$ cat src/rtl/booth_r4_step.sv
// Radix-4 Booth multiplier iteration engine: retires two multiplier bits per cycle and
// feeds the pre-shift accumulator word to the shift stage. Optional macro: BOOTH_UNSIGNED_EN.
module booth_r4_step #(
  parameter int WIDTH = 32
) (
  input  logic                 clk,
  input  logic                 n_rst,
  input  logic                 i_start,
`ifdef BOOTH_UNSIGNED_EN
  input  logic                 i_signed,
`endif
  input  logic [WIDTH-1:0]     i_mcand,
  input  logic [WIDTH-1:0]     i_mplier,
  output logic                 o_busy,
  output logic                 o_done,
  output logic [2*WIDTH-1:0]   o_product,
  output logic [2*WIDTH:0]     o_data
);

  localparam int AW   = WIDTH + 2;
  localparam int HALF = WIDTH / 2;
  localparam int CW   = $clog2(HALF) + 1;

  typedef enum logic [1:0] {IDLE, RUN, DONE} state_t;

  state_t                   state_q, state_d;
  logic signed [AW-1:0]     a_q, a_d, m_q, m_d;
  logic [WIDTH-1:0]         q_q, q_d;
  logic                     qm1_q, qm1_d;
  logic [CW-1:0]            cnt_q, cnt_d;
  logic                     busy_q, busy_d, done_q, done_d;
  logic [2*WIDTH-1:0]       prod_q, prod_d;
  logic                     sgn_q;

  logic [2:0]               rec;
  logic                     ext_step, last_step;
  logic signed [AW-1:0]     addend, sum;
  logic [AW+WIDTH:0]        shifted;

`ifdef BOOTH_UNSIGNED_EN
  logic sgn_d;
`else
  assign sgn_q = 1'b1;
`endif

  // Unsigned runs need one extra digit (the multiplier's zero extension), added without a shift.
  assign ext_step  = !sgn_q && (cnt_q == CW'(HALF));
  assign last_step = sgn_q ? (cnt_q == CW'(HALF - 1)) : (cnt_q == CW'(HALF));
  assign rec       = ext_step ? {2'b00, qm1_q} : {q_q[1:0], qm1_q};

  always_comb begin
    case (rec)
      3'b001, 3'b010: addend = m_q;
      3'b011:         addend = m_q <<< 1;
      3'b100:         addend = -(m_q <<< 1);
      3'b101, 3'b110: addend = -m_q;
      default:        addend = '0;
    endcase
  end

  assign sum     = a_q + addend;
  assign shifted = {{2{sum[AW-1]}}, sum, q_q[WIDTH-1:1]};
  assign o_data  = (state_q == RUN) ? {sum[WIDTH-1:0], q_q, qm1_q} : '0;

  always_comb begin
    state_d = state_q;
    a_d     = a_q;
    q_d     = q_q;
    qm1_d   = qm1_q;
    m_d     = m_q;
    cnt_d   = cnt_q;
    busy_d  = busy_q;
    done_d  = 1'b0;
    prod_d  = prod_q;
`ifdef BOOTH_UNSIGNED_EN
    sgn_d   = sgn_q;
`endif
    case (state_q)
      IDLE: begin
        if (i_start) begin
          state_d = RUN;
          a_d     = '0;
          q_d     = i_mplier;
          qm1_d   = 1'b0;
          cnt_d   = '0;
          busy_d  = 1'b1;
`ifdef BOOTH_UNSIGNED_EN
          sgn_d   = i_signed;
          m_d     = i_signed ? {{2{i_mcand[WIDTH-1]}}, i_mcand} : {2'b00, i_mcand};
`else
          m_d     = {{2{i_mcand[WIDTH-1]}}, i_mcand};
`endif
        end
      end
      RUN: begin
        cnt_d = cnt_q + 1'b1;
        if (ext_step) begin
          a_d = sum;
        end else begin
          {a_d, q_d, qm1_d} = shifted;
        end
        if (last_step) begin
          state_d = DONE;
          busy_d  = 1'b0;
          done_d  = 1'b1;
          prod_d  = {a_d[WIDTH-1:0], q_d};
        end
      end
      DONE:    state_d = IDLE;
      default: state_d = IDLE;
    endcase
  end

  always_ff @(posedge clk or negedge n_rst) begin
    if (!n_rst) begin
      state_q <= IDLE;
      a_q     <= '0;
      q_q     <= '0;
      qm1_q   <= 1'b0;
      m_q     <= '0;
      cnt_q   <= '0;
      busy_q  <= 1'b0;
      done_q  <= 1'b0;
      prod_q  <= '0;
    end else begin
      state_q <= state_d;
      a_q     <= a_d;
      q_q     <= q_d;
      qm1_q   <= qm1_d;
      m_q     <= m_d;
      cnt_q   <= cnt_d;
      busy_q  <= busy_d;
      done_q  <= done_d;
      prod_q  <= prod_d;
    end
  end

`ifdef BOOTH_UNSIGNED_EN
  always_ff @(posedge clk or negedge n_rst) begin
    if (!n_rst) sgn_q <= 1'b0;
    else        sgn_q <= sgn_d;
  end
`endif

  assign o_busy    = busy_q;
  assign o_done    = done_q;
  assign o_product = prod_q;

endmodule

$ cat config.mk
export PLATFORM = sky130hd
export DESIGN_NAME = booth_r4_step
export DESIGN_NICKNAME = d
export VERILOG_FILES = /design/src/rtl/booth_r4_step.sv
export SDC_FILE = /design/constraint.sdc
export NUM_CORES = 1
export LEC_CHECK = 0
export CAP_MARGIN = 30
export CORE_UTILIZATION = 40
export DETAILED_ROUTE_END_ITERATION = 12
export GPL_TIMING_DRIVEN = 0
export PLACE_DENSITY = 0.67
export REMOVE_ABC_BUFFERS = 1
export SYNTH_ARGS = -nofsm -noshare
export SYNTH_HDL_FRONTEND = slang
export SYNTH_SLANG_ARGS = --single-unit
$ cat constraint.sdc
create_clock -name clk -period 6.2 [get_ports clk]
set_input_delay 1.24 -clock clk [delete_from_list [all_inputs] [get_ports clk]]
set_output_delay 1.24 -clock clk [all_outputs]
set_load 0.01 [all_outputs]
==> impl_results.md <==
- Synth Instances: 1,197
- Diodes inserted: 0
- Hold buffers post-CTS: 0
- Violated checks: negative setup slack
- Vias in the first global route: 9,095
- Layout Cells excl Fill: 1,704
- DR WL/cell: 17.9 µm
- Mapped cell area: 0.0104 mm²
- DRC Markers: 0
- Crit-path max FO: 4
- Reg2Reg Launch Point: m_q[1]
- Crit path to: o_data[64]
- CTS Buf Count: 17
- Worst setup SP type: flip-flop
- Post-synth EDFFs: 0
- Prevailing post-synth register cell: dfrtp_1
- Hold depth: 2
- Status: finished, violations left
- Share of cells above drive strength 1: 0.163
- GPL Wtd Cong: 0.890
- Overflow after GRT: 0
- Placed insts: 1,636
- Most frequent cells in the layout: nand2_1, clkdlybuf4s50_1, dfrtp_1, o21ai_0, nor2_1
- Multi-input gate area: 0.00590 mm²
- Vias per inst: 5.55
- Wirelength, routed: 30,600 µm
- Layout area overhead: 33.4%
- CTS tree: built
- #FFs+latches synth: 170
- Worst EP required: 4960 ps
- R2R Setup Slk: 1410 ps
- Ys Warns: 0
- Die Wd: 163 µm
- PnR worst setup slack: -113 ps
- FF/Latch Area: 0.00427 mm²
- Sequential area share after synthesis: 0.409
- Worst-case reg-to-reg path depth: 21
- I/O pin count: 198
- Min-delay src: o_product[19]
- Final number of setup-violating endpoints: 3
- Worst Clk Skew: 19.0 ps
- Synthesized area per cell: 8.69 µm²
- Detailed router's first-iteration violation count: 694
- Net total in the final layout: 1,465
- Most common cell after layout, fill and taps aside: nand2_1
- Total clock sinks: 170
- Async S/R FF share, synth: 1.00
- Tcrit/Tclk final: 1.02
- Area after DPL: 0.0126 mm²
- Worst setup EP type: primary output
- Die area: 0.0267 mm²
- First-pass GRT wire length: 48,900 µm
- Critical Path AT: 5070 ps
- Worst reg2reg endpoint: o_product[61]
- Max-Cap Viols: 0
- Core ar.: 0.0253 mm²
- Initial core utilization: 0.411
- Final HPWL DP: 21,400 µm
- Post-route ant nets: 0
- CTS Root Cell: clkbuf_16
- Htree depth: 4
- Crit path kind: reg -> out
- FMAX: 0.158 GHz
- HP Class: reg -> reg
- Max_slew headroom: 0.441
- Fin area: 0.0139 mm²
- Unique cell type count in the Yosys netlist: 67
- Fillers: 2,298
- Pins Over Slew Limit: 0
- TritonRoute pass-1 iters: 5
- Least-Margin Pin Slew: 837 ps
- Port-buffer cells: 197
- Clk buf depth: 2
- Min Tclk post-route: 6310 ps
- Pin count of the biggest net entering global routing: 89
- CTS clk-pin slew, worst paths: 80 ps
- Final Hold Fails: 0
- RSZ-0062 raised after global routing: yes
- Die H: 163 µm
- Initial antenna violation count: 1
- Row count: 58
- GR Util All Layers: 0.234
- Clock Latency Late Sink: 450 ps
- Vias: 9,449
- Crit path from: m_q[1]
-- per-layer routing --
layer  up-vias  share of wire  track usage
li1       4504              -            -
met1      4583           0.42        0.295
met5         -        0.00043            0
met2       314           0.48        0.378
met4         2          0.020       0.0731
met3        46          0.085       0.0741
-- kinds of logic (layout without fill, tap and decap cells) --
group                      Yosys count  in the layout  share of synthesized area
xor gates and xnor gates            66             66                     0.0556
adders and majority gates           37             37                     0.0452
DFF                                170            170                      0.409
buffers and inverters              152            329                     0.0682
muxes                               32             32                     0.0344
AOI/OAI and AO/OA                  302            302                      0.190
and+or+nand+nor                    438            438                      0.197
-- timing repair --
item	CTS	global route
gates resized for setup	100	43
buffers inserted	24	12
pin swaps	31	32
cloned	0	0
endpoints found under the setup margin	27	18
-- worst max-delay path: stages (launching register included) --
cell,delay (ps)
dfrtp_2,430
inv_2,80
ha_4,120
or3b_4,390
or2_4,250
or3_4,380
nor3_4,200
nand2b_4,160
xor2_1,170
o21ai_1,110
ha_1,350
a21oi_2,180
o21ai_2,90
buf_4,140
or4_4,520
and2_4,200
buf_6,110
a311oi_2,250
xor2_1,180
buf_4,160
nor2_4,30
buf_6,120
-- Yosys cell counts, types with 9 or more instances --
cell type	instances	share of area
o22ai_1	13	0.0078
or3_1	9	0.0054
nand2_1	222	0.080
nor3_1	20	0.0096
ha_1	36	0.043
o21ai_0	92	0.044
nor2_1	80	0.029
dfrtp_1	170	0.41
and2_1	36	0.022
a221oi_1	46	0.039
mux2_2	30	0.032
inv_1	48	0.017
xnor2_1	33	0.028
o211ai_1	12	0.0087
a21oi_1	47	0.023
buf_4	31	0.022
xor2_1	33	0.028
nand2b_1	9	0.0054
a21o_1	31	0.022
a22oi_1	10	0.0072
clkbuf_1	57	0.021
-- area by class of cell --
class | count | share of cell area
multi-input cells | 875 | 0.426
flip-flops and latches | 170 | 0.308
repair buffers | 247 | 0.180
clock buffers | 17 | 0.0307
well taps | 330 | 0.0298
inverters | 50 | 0.0138
clock inverters | 15 | 0.0121
-- how the worst min path moves through the flow --
stage / endpoint / slack (ps)
6_report: o_product[19] / 480
5_1_grt: o_product[6] / 500
4_1_cts: o_product[19] / 480
3_5_place_dp: o_product[27] / 460
3_3_place_gp: o_product[0] / 460
2_1_floorplan: cnt_q[4] / 450
-- flip-flops by register name, indices dropped and copies added, names as in the netlist --
name       flops
o_busy         1
a_q           32
m_q           32
o_done         1
q_q           32
o_product     64
cnt_q          5
state_q        2
qm1_q          1
-- per-stage QoR --
step	utilization	hold WS [ps]	setup WS (ps)	TNS, ps
floorplan	-	450	88.4	0
global placement	0.484	457	-3830	-886740
detailed placement	0.496	462	-750	-8260
CTS	0.538	485	-98.2	-187
global route	0.548	496	-308	-1730
finish	0.548	482	-113	-193
Power is left out: the tool's default activity adds up to more than one toggle a clock period on the data nets, which glitch-free logic cannot reach.
